--- config.mk ---
export PLATFORM = sky130hd
export DESIGN_NAME = memory_stage_flat
export DESIGN_NICKNAME = d
export VERILOG_FILES = /design/src/rtl/memory_stage_pkg.sv /design/src/rtl/memory_stage_if.sv /design/src/rtl/memory_stage_sp.sv /design/src/rtl/memory_stage.sv /design/src/flat_wrapper.sv
export SDC_FILE = /design/constraint.sdc
export NUM_CORES = 1
export LEC_CHECK = 0
export BUFFER_PORTS_ARGS = -buffer_cell sky130_fd_sc_hd__buf_2
export CORE_MARGIN = 2
export CORE_UTILIZATION = 52
export DETAILED_ROUTE_END_ITERATION = 12
export GPL_TIMING_DRIVEN = 1
export PLACE_DENSITY = 0.8
export SLEW_MARGIN = 10
export SYNTH_ARGS = -nofsm -noshare
export SYNTH_HDL_FRONTEND = slang
export SYNTH_SLANG_ARGS = --single-unit
export TNS_END_PERCENT = 100
--- constraint.sdc ---
create_clock -name CLK -period 4.6 [get_ports CLK]
set_clock_uncertainty 0.1 [all_clocks]
set_input_delay 0.92 -clock CLK [delete_from_list [all_inputs] [get_ports CLK]]
set_output_delay 0.92 -clock CLK [all_outputs]
set_load 0.05 [all_outputs]
--- src/rtl/memory_stage_pkg.sv ---
// rtl/memory_stage_pkg.sv - shared encodings, bundle offsets and FSM types for the memory stage
package memory_stage_pkg;

  localparam logic [1:0] MEMOP_READ  = 2'b01;
  localparam logic [1:0] MEMOP_WRITE = 2'b10;
  localparam logic [1:0] SPOP_PUSH   = 2'b01;
  localparam logic [1:0] SPOP_POP    = 2'b10;

  // EX/MEM bundle offsets; [75:44] is the reserved SP field
  localparam int RSRC_VAL_HI  = 43;
  localparam int RSRC_VAL_LO  = 28;
  localparam int ALU_HI       = 27;
  localparam int ALU_LO       = 12;
  localparam int RSRC_ADDR_HI = 11;
  localparam int RSRC_ADDR_LO = 9;
  localparam int RDST_HI      = 8;
  localparam int RDST_LO      = 6;
  localparam int MEMOP_HI     = 5;
  localparam int MEMOP_LO     = 4;
  localparam int SPOP_HI      = 3;
  localparam int SPOP_LO      = 2;
  localparam int WB           = 1;
  localparam int LDD          = 0;

  // MEM/WB bundle offsets
  localparam int WB_MEMDATA_HI = 36;
  localparam int WB_MEMDATA_LO = 21;
  localparam int WB_ALU_HI     = 20;
  localparam int WB_ALU_LO     = 5;
  localparam int WB_RDST_HI    = 4;
  localparam int WB_RDST_LO    = 2;
  localparam int WB_WB         = 1;
  localparam int WB_MEMTOREG   = 0;

  typedef enum logic {
    ST_IDLE = 1'b0,
    ST_WAIT = 1'b1
  } state_e;

  typedef struct packed {
    logic [15:0] alu;
    logic [2:0]  rdst;
    logic        wb;
    logic        mem_to_reg;
    logic        push;
    logic        pop;
  } hold_t;

  function automatic logic [36:0] pack_wb(input logic [15:0] mem_data, input logic [15:0] alu,
                                          input logic [2:0] rdst, input logic wb, input logic mtr);
    logic [36:0] r;
    r = '0;
    r[WB_MEMDATA_HI:WB_MEMDATA_LO] = mem_data;
    r[WB_ALU_HI:WB_ALU_LO]         = alu;
    r[WB_RDST_HI:WB_RDST_LO]       = rdst;
    r[WB_WB]                       = wb;
    r[WB_MEMTOREG]                 = mtr;
    return r;
  endfunction

endpackage

--- src/rtl/memory_stage_if.sv ---
// rtl/memory_stage_if.sv - data-memory req/ack bus between the memory stage and memory
interface memory_stage_if #(parameter int ADDR_W = 16);
  logic              Mem_Req;
  logic              Mem_We;
  logic [ADDR_W-1:0] Mem_Addr;
  logic [15:0]       Mem_WData;
  logic [15:0]       Mem_RData;
  logic              Mem_Ack;

  modport master(output Mem_Req, Mem_We, Mem_Addr, Mem_WData, input Mem_RData, Mem_Ack);
  modport slave(input Mem_Req, Mem_We, Mem_Addr, Mem_WData, output Mem_RData, Mem_Ack);
endinterface

--- src/rtl/memory_stage_sp.sv ---
// rtl/memory_stage_sp.sv - stack pointer register with increment/decrement
module stack_pointer_reg
  import memory_stage_pkg::*;
#(
  parameter logic [31:0] SP_RESET = 32'h0000_03FF
) (
  input  logic        CLK,
  input  logic        Reset,
  input  logic        inc,
  input  logic        dec,
  output logic [31:0] SP
);
  logic [31:0] sp_q, sp_d;

  always_comb begin
    sp_d = sp_q;
    if (inc && !dec)      sp_d = sp_q + 32'd1;
    else if (dec && !inc) sp_d = sp_q - 32'd1;
  end

  always_ff @(posedge CLK) begin
    if (Reset) sp_q <= SP_RESET;
    else       sp_q <= sp_d;
  end

  assign SP = sp_q;
endmodule

--- src/rtl/memory_stage.sv ---
// rtl/memory_stage.sv - MEM pipeline stage: data-memory access over req/ack, stack pointer, MEM/WB register
module memory_stage
  import memory_stage_pkg::*;
#(
  parameter int          ADDR_W   = 16,
  parameter logic [31:0] SP_RESET = 32'h0000_03FF,
  parameter int          MAX_WAIT = 16
) (
  input  logic           CLK,
  input  logic           Reset,
  input  logic [75:0]    In,
  input  logic           In_Valid,
  output logic           Stall,
  memory_stage_if.master mem,
  output logic [36:0]    Out,
  output logic           Out_Valid,
  output logic [31:0]    SP_Out,
  output logic           Mem_Err
);
  logic [15:0] in_rsrc, in_alu;
  logic [2:0]  in_rdst;
  logic [1:0]  in_memop, in_spop;
  logic        in_wb, in_ldd, in_push, in_pop, in_is_mem, in_we;
  logic [31:0] in_addr_full, sp;
  logic        unused_in;

  assign in_rsrc   = In[RSRC_VAL_HI:RSRC_VAL_LO];
  assign in_alu    = In[ALU_HI:ALU_LO];
  assign in_rdst   = In[RDST_HI:RDST_LO];
  assign in_memop  = In[MEMOP_HI:MEMOP_LO];
  assign in_spop   = In[SPOP_HI:SPOP_LO];
  assign in_wb     = In[WB];
  assign in_ldd    = In[LDD];
  assign unused_in = ^{In[75:RSRC_VAL_HI+1], In[RSRC_ADDR_HI:RSRC_ADDR_LO]};

  assign in_push   = (in_spop == SPOP_PUSH);
  assign in_pop    = (in_spop == SPOP_POP);
  assign in_is_mem = in_push || in_pop || (in_memop == MEMOP_READ) || (in_memop == MEMOP_WRITE);
  assign in_we     = in_push || (!in_pop && (in_memop == MEMOP_WRITE));

  always_comb begin
    if (in_push)     in_addr_full = sp;
    else if (in_pop) in_addr_full = sp + 32'd1;
    else             in_addr_full = {16'h0000, in_alu};
  end

  state_e            state_q, state_d;
  logic              req_q, req_d, we_q, we_d, out_valid_q, out_valid_d, err_q, err_d;
  logic [ADDR_W-1:0] addr_q, addr_d;
  logic [15:0]       wdata_q, wdata_d, cnt_q, cnt_d;
  logic [36:0]       out_q, out_d;
  hold_t             hold_q, hold_d;
  logic              timeout, sp_inc, sp_dec;

  assign timeout = (cnt_q == 16'(MAX_WAIT - 1));

  always_comb begin
    state_d     = state_q;
    req_d       = req_q;
    we_d        = we_q;
    addr_d      = addr_q;
    wdata_d     = wdata_q;
    cnt_d       = cnt_q;
    out_d       = out_q;
    out_valid_d = 1'b0;
    err_d       = err_q;
    hold_d      = hold_q;
    sp_inc      = 1'b0;
    sp_dec      = 1'b0;
    case (state_q)
      ST_IDLE: begin
        if (In_Valid && in_is_mem) begin
          state_d = ST_WAIT;
          req_d   = 1'b1;
          we_d    = in_we;
          addr_d  = ADDR_W'(in_addr_full);
          wdata_d = in_rsrc;
          cnt_d   = '0;
          hold_d  = '{alu: in_alu, rdst: in_rdst, wb: in_wb, mem_to_reg: in_ldd || in_pop,
                      push: in_push, pop: in_pop};
        end else if (In_Valid) begin
          out_d       = pack_wb(16'h0000, in_alu, in_rdst, in_wb, in_ldd);
          out_valid_d = 1'b1;
        end
      end
      ST_WAIT: begin
        // ack beats a coincident timeout
        if (mem.Mem_Ack) begin
          state_d     = ST_IDLE;
          req_d       = 1'b0;
          out_d       = pack_wb(we_q ? 16'h0000 : mem.Mem_RData, hold_q.alu, hold_q.rdst,
                                hold_q.wb, hold_q.mem_to_reg);
          out_valid_d = 1'b1;
          sp_dec      = hold_q.push;
          sp_inc      = hold_q.pop;
        end else if (timeout) begin
          state_d     = ST_IDLE;
          req_d       = 1'b0;
          err_d       = 1'b1;
          out_d       = pack_wb(16'h0000, hold_q.alu, hold_q.rdst, hold_q.wb, hold_q.mem_to_reg);
          out_valid_d = 1'b1;
        end else begin
          cnt_d = cnt_q + 16'd1;
        end
      end
      default: state_d = ST_IDLE;
    endcase
  end

  always_ff @(posedge CLK) begin
    if (Reset) begin
      state_q     <= ST_IDLE;
      req_q       <= 1'b0;
      we_q        <= 1'b0;
      addr_q      <= '0;
      wdata_q     <= '0;
      cnt_q       <= '0;
      out_q       <= '0;
      out_valid_q <= 1'b0;
      err_q       <= 1'b0;
      hold_q      <= '0;
    end else begin
      state_q     <= state_d;
      req_q       <= req_d;
      we_q        <= we_d;
      addr_q      <= addr_d;
      wdata_q     <= wdata_d;
      cnt_q       <= cnt_d;
      out_q       <= out_d;
      out_valid_q <= out_valid_d;
      err_q       <= err_d;
      hold_q      <= hold_d;
    end
  end

  stack_pointer_reg #(.SP_RESET(SP_RESET)) u_sp (
    .CLK   (CLK),
    .Reset (Reset),
    .inc   (sp_inc),
    .dec   (sp_dec),
    .SP    (sp)
  );

  // Stall releases on the completing edge (ack or timeout) so upstream advances exactly once
  assign Stall = !Reset && (((state_q == ST_IDLE) && In_Valid && in_is_mem) ||
                            ((state_q == ST_WAIT) && !mem.Mem_Ack && !timeout));

  assign mem.Mem_Req   = req_q;
  assign mem.Mem_We    = we_q;
  assign mem.Mem_Addr  = addr_q;
  assign mem.Mem_WData = wdata_q;
  assign Out           = out_q;
  assign Out_Valid     = out_valid_q;
  assign SP_Out        = sp;
  assign Mem_Err       = err_q;
endmodule

--- src/flat_wrapper.sv ---
// flat-port wrapper written by rule: the top's interface ports become plain ports
module memory_stage_flat import memory_stage_pkg::*;
#(
  parameter int          ADDR_W   = 16,
  parameter logic [31:0] SP_RESET = 32'h0000_03FF,
  parameter int          MAX_WAIT = 16
)
  (CLK, Reset, In, In_Valid, Stall, Out, Out_Valid, SP_Out, Mem_Err, mem_Mem_Req, mem_Mem_We, mem_Mem_Addr, mem_Mem_WData, mem_Mem_RData, mem_Mem_Ack);
  memory_stage_if #(.ADDR_W(ADDR_W)) mem_i ();
  input  logic CLK;
  input  logic Reset;
  input  logic [75:0] In;
  input  logic In_Valid;
  output logic Stall;
  output logic [36:0] Out;
  output logic Out_Valid;
  output logic [31:0] SP_Out;
  output logic Mem_Err;
  output wire logic [$bits(mem_i.Mem_Req)-1:0] mem_Mem_Req;
  output wire logic [$bits(mem_i.Mem_We)-1:0] mem_Mem_We;
  output wire logic [$bits(mem_i.Mem_Addr)-1:0] mem_Mem_Addr;
  output wire logic [$bits(mem_i.Mem_WData)-1:0] mem_Mem_WData;
  input wire logic [$bits(mem_i.Mem_RData)-1:0] mem_Mem_RData;
  input wire logic [$bits(mem_i.Mem_Ack)-1:0] mem_Mem_Ack;
  assign mem_Mem_Req = mem_i.Mem_Req;
  assign mem_Mem_We = mem_i.Mem_We;
  assign mem_Mem_Addr = mem_i.Mem_Addr;
  assign mem_Mem_WData = mem_i.Mem_WData;
  assign mem_i.Mem_RData = mem_Mem_RData;
  assign mem_i.Mem_Ack = mem_Mem_Ack;
  memory_stage #(.ADDR_W(ADDR_W), .SP_RESET(SP_RESET), .MAX_WAIT(MAX_WAIT)) u_core (.CLK(CLK), .Reset(Reset), .In(In), .In_Valid(In_Valid), .Stall(Stall), .mem(mem_i), .Out(Out), .Out_Valid(Out_Valid), .SP_Out(SP_Out), .Mem_Err(Mem_Err));
endmodule
======== Word level (Yosys, flattened, before mapping) ========
Cells that the tools add are included.
storage, ports and cells
  register bits after elaboration ......... 145
  bits of input ports ..................... 96
  output and inout bits ................... 106
  logic and storage cells ................. 90
operators by class
  $add $sub $neg .......................... 3
  equality and inequality tests ........... 11
  mux-type cells .......................... 31
  bitwise operators ....................... 2
  reductions and logical operators ........ 27
operators by type and width
  operator                                                                  number
  37-bit 2-to-1 mux                                                         4
  16-bit 2-to-1 mux                                                         6
  37-bit case mux with 2 select lines                                       1
  32-bit 2-to-1 mux                                                         2
  32-bit by 1-bit adder with 32-bit output (second input constant)          1
  16-bit case mux with 2 select lines                                       1
  32-bit by 1-bit subtractor with 32-bit output (second input constant)     1
  16-bit by 1-bit adder with 16-bit output (second input constant)          1
  16-bit by 4-bit equality test with 1-bit output (second input constant)   1
  1-bit 2-to-1 mux                                                          14
  1-bit logical AND                                                         9
  3-bit AND reduction                                                       3
  2-bit inequality test (second input constant)                             4
  1-bit logical NOT                                                         6
  1-bit logical OR                                                          6
  1-bit case mux with 2 select lines                                        3
  2-bit by 1-bit equality test with 1-bit output (second input constant)    2
  2-bit equality test (second input constant)                               2
  2-bit AND reduction                                                       2
  3-bit inequality test (second input constant)                             1
  2-bit by 1-bit inequality test with 1-bit output (second input constant)  1
  1-bit NOT                                                                 2
  2-bit nonzero test                                                        1

======== Depth between registers and ports, before layout ========
  word-level depth ........................ 7
  depth in mapped cells ................... 9
  depth with buffers taken out ............ 7

======== Cells and area by module ========
From an unflattened synthesis, not the netlist that was laid out.
unflattened totals
  cells, all modules ...................... 960
  area, all modules ....................... 8003.9 um^2
modules (own cells, without submodules)
  module             times used  cells an instance  area an instance (um^2)  sequential area each (um^2)
  memory_stage       1           593                5111.2                   2262.2
  stack_pointer_reg  1           367                2892.8                   640.6

======== Worst setup path before layout ========
OpenSTA, ideal clock, no wires.
  path type ............................... input-to-reg
  start ................................... in mem_Mem_Ack
  end ..................................... reg u_core.u_sp.sp_q[31], in the netlist u_core.u_sp.SP[31]
  setup time .............................. 0.121 ns
  arrival time ............................ 3.443 ns
  data required time ...................... 4.379 ns
  slack ................................... 0.936 ns
  stages on the path ...................... 9
  path buffers ............................ 2
  path through ............................ and3_1 ha_1 buf_6 or4_4 or2_1 or4_1 buf_2 a221oi_2 mux2_2
on the way
  cells in the longest elaborated chain, start to end .. 5
  elaborated cells on any way between the ends .. 10
  those cells by class .................... 5 x mux; 5 x reduce/logical
RTL lines
  what                                                            RTL line                                      source
  start, declared                                                 flat_wrapper.sv:24                            input wire logic [$bits(mem_i.Mem_Ack)-1:0] mem_Mem_Ack;
  1-bit 2-to-1 mux                                                memory_stage.sv:88                            if (mem.Mem_Ack) begin
  1-bit 2-to-1 mux                                                memory_stage.sv:70                            case (state_q)
  1-bit logical NOT (on tied branches)                            memory_stage_sp.sv:17, memory_stage_sp.sv:18
  1-bit logical AND (on tied branches)                            memory_stage_sp.sv:17, memory_stage_sp.sv:18
  32-bit 2-to-1 mux / 2-bit nonzero test (equally long branches)  n/a
  end signal, assigned                                            memory_stage_sp.sv:23                         else sp_q <= sp_d;
  end, declared                                                   memory_stage_sp.sv:13                         logic [31:0] sp_q, sp_d;
Parallel ways exist; a longest one is shown, timed or not.
A chain may end at the register's enable or synchronous reset.

======== Worst setup path in the final report ========
  start ................................... reg u_core.cnt_q[14]
  end ..................................... out Stall
on the way
  cells in the longest elaborated chain, start to end .. 5
RTL lines
  what                                             RTL line             source
  start, declared                                  memory_stage.sv:50   logic [15:0] wdata_q, wdata_d, cnt_q, cnt_d;
  start signal, assigned                           memory_stage.sv:128  cnt_q <= cnt_d;
  16-bit by 4-bit equality test with 1-bit output  memory_stage.sv:55   assign timeout = (cnt_q == 16'(MAX_WAIT - 1));
  1-bit logical NOT                                memory_stage.sv:146  ((state_q == ST_WAIT) && !mem.Mem_Ack && !timeout));
  1-bit logical AND                                memory_stage.sv:146
  1-bit logical OR                                 memory_stage.sv:145  assign Stall = !Reset && (((state_q == ST_IDLE) && In_Valid && in_is_mem) ||
  1-bit logical AND                                memory_stage.sv:145
  end, declared                                    flat_wrapper.sv:14   output logic Stall;
Every way passes these cells.

==> impl_metrics.json <==
{
  "status": "finished clean",
  "cts_setup_buffers": 0,
  "cp_top_family": "simple AND/OR/NAND/NOR gates",
  "grt_pass1_vias": 6310,
  "fin_crit_ns": 3.56,
  "crit_path_start": "u_core.cnt_q[14]",
  "rr_startpoint": "u_core.state_q",
  "slew_viol_final": 0,
  "gp_congestion": 0.886,
  "fin_area_mm2": 0.00844,
  "drt_pass1_iterations": 7,
  "crit_path_start_kind": "register",
  "syn2layout_area_growth_pct": 21.7,
  "period_share_pct": 77.4,
  "grt_max_degree": 70,
  "grt.overflow.total": 0,
  "p_per_area_mw_per_mm2": 390,
  "cp_slowest_cell": "or4_1",
  "synth_enable_flop_cells": 0,
  "wire_per_inst_um": 15.7,
  "cts_resized": 0,
  "rows": 42,
  "drt_wl_total_um": 19100,
  "critical_path.cell_chain": "or4_1 -> o41a_1 -> nor2_1 -> nor2_1 -> buf_2",
  "pin_count": 202,
  "synth.distinct_cells": 61,
  "slew_headroom_pct": 33.3,
  "nNetsFinal": 1124,
  "yosysSeqAreaShare_pct": 41.8,
  "rsz0062_at_grt": "false",
  "grt_first_pass_wirelength_um": 31300,
  "numCtsBuffers": 17,
  "synthCells": 893,
  "grt_use_total_pct": 26.9,
  "portBuffers": 166,
  "synth_warnings": 0,
  "timing.final.ws_setup_ns": 1.04,
  "path_max_fanout": 5,
  "maxCapViolations": 0,
  "diodes": 0,
  "postLayoutCoreUtil_pct": 64.3,
  "worst_setup_path_end_kind": "primary output",
  "hold_viol": 0,
  "drive_above_1_share_pct": 22.2,
  "async_flop_share_pct": 0,
  "fin_setup_tns_ns": 0,
  "fmax_mhz": 281,
  "clk_latency_ns": 0.43,
  "place_area_mm2": 0.00783,
  "cts_root_buf": "clkbuf_16",
  "clk_path_buf_depth": 2,
  "place_ws_ns": 0.755,
  "die_h_um": 120,
  "cp_num_buf_inv": 1,
  "min-delay-start": "u_core.mem.Mem_WData[13]",
  "postCtsHoldBufs": 0,
  "yosys_most_used_dff": "dfxtp_1",
  "min-delay-path-class": "reg -> reg",
  "cts.clk_slew.worst_paths_ns": 0.06,
  "worst_ep_required_time_ns": 3.58,
  "core_area_mm2": 0.0131,
  "worst_pin_slew_ns": 1.00,
  "ys_ff_latch": 145,
  "criticalPathCategory": "reg -> out",
  "viasPerCell": 5.71,
  "via_count": 6917,
  "drc": 0,
  "antenna_found_initial": 0,
  "final_common_cell": "buf_2",
  "syn-num-nets": 995,
  "vdd_drop_max_v": 0.000306,
  "start_util_pct": 52.8,
  "cts.sinks": 145,
  "dieArea_mm2": 0.0143,
  "cts_tree": "built",
  "drt_iter0_drc": 633,
  "cp_common_cell": "nor2_1",
  "postRouteAntennaNets": 0,
  "die_w_um": 120,
  "cp.arrival_ns": 2.54,
  "setup_viol": 0,
  "cts_max_level": 4,
  "syn_area_per_cell_um2": 7.77,
  "p_leak_nw": 3.62,
  "max_stage_delay_ns": 0.62,
  "mostFrequentLayoutCells": "buf_2, dfxtp_1, nor2_1",
  "dpl.hpwl_um": 12900,
  "syn_area_mm2": 0.00694
}
-- state kept, by name, summed over array words and instances, names as in the netlist --
register and flops:
u_core.mem.Mem_We 1, u_core.state_q 1, u_core.u_sp.SP 32, u_core.hold_q 23
u_core.Out_Valid 1, u_core.Out 37, u_core.mem.Mem_WData 16, u_core.mem.Mem_Addr 16
u_core.cnt_q 16, u_core.Mem_Err 1, u_core.mem.Mem_Req 1
-- layout make-up --
type	instances	area, um2
Clock buffer	18	439
Clock inverter	14	176
Fill cell	1211	4690
Inverter	14	52.6
Multi-Input combinational cell	666	3730
Sequential cell	145	2900
Tap cell	176	220
Timing Repair Buffer	178	923
-- through the flow --
| step | total power [mW] | hold WS, ns | instances |
|---|---|---|---|
| global route | 3.41 | 0.372 | 1211 |
| finish | 3.29 | 0.352 | 1211 |
| global placement | 1.87 | 0.337 | 1179 |
| detailed placement | 1.87 | 0.343 | 1179 |
| floorplan | 1.73 | 0.332 | 893 |
| CTS | 3.31 | 0.352 | 1211 |
-- report_power, final --
group / switching, mW / internal (mW)
sequential: 0.0336 / 1.32
clock: 0.571 / 0.874
combinational: 0.365 / 0.129
-- synthesized netlist by cell type, drive strengths merged (13+ instances only) --
cell type | n | area (um2)
a21oi | 81 | 405
a22o | 16 | 140
clkbuf | 56 | 210
dfxtp | 145 | 2900
inv | 14 | 52.6
nand2 | 111 | 417
nand3 | 25 | 125
nor2 | 141 | 529
nor2b | 13 | 81.3
nor3 | 31 | 155
nor4 | 38 | 244
o21ai | 24 | 120
or4 | 14 | 109
xnor2 | 20 | 175
-- worst register-to-register path: cells and delay by family (launching register included) --
| family | cells | cell delay [ns] |
|---|---|---|
| muxes | 1 | 0.35 |
| adders and majority gates | 1 | 0.26 |
| and+or+nand+nor | 4 | 1.66 |
| DFF | 1 | 0.46 |
| AOI/OAI and AO/OA | 1 | 0.31 |
-- routing by layer --
metal | track usage [%] | share of wire, %
met1 | 36.4 | 44
met4 | 8.24 | 1.3
met5 | 0 | 0
met2 | 41.9 | 46
met3 | 7.56 | 8.2
-- cells by family (layout without fill, tap and decap cells) --
logic type,after synthesis,in the layout,share of synthesized area [%]
buffers and inverters,82,224,4.60
and+or+nand+nor,434,434,29.8
xor gates and xnor gates,31,31,3.91
AOI/OAI and AO/OA,183,183,16.9
DFF,145,145,41.8
muxes,12,12,1.89
adders and majority gates,6,6,1.08
-- final timing paths --
kind	end	slack [ns]	cells past startpoint
setup / recovery	Stall	1.04	5
hold reg to reg	u_core.mem.Mem_WData[13]	0.35	2
hold / removal	u_core.mem.Mem_WData[13]	0.35	2
setup reg to reg	u_core.u_sp.SP[31]	1.34	7
(Power assumes the default switching activity.)
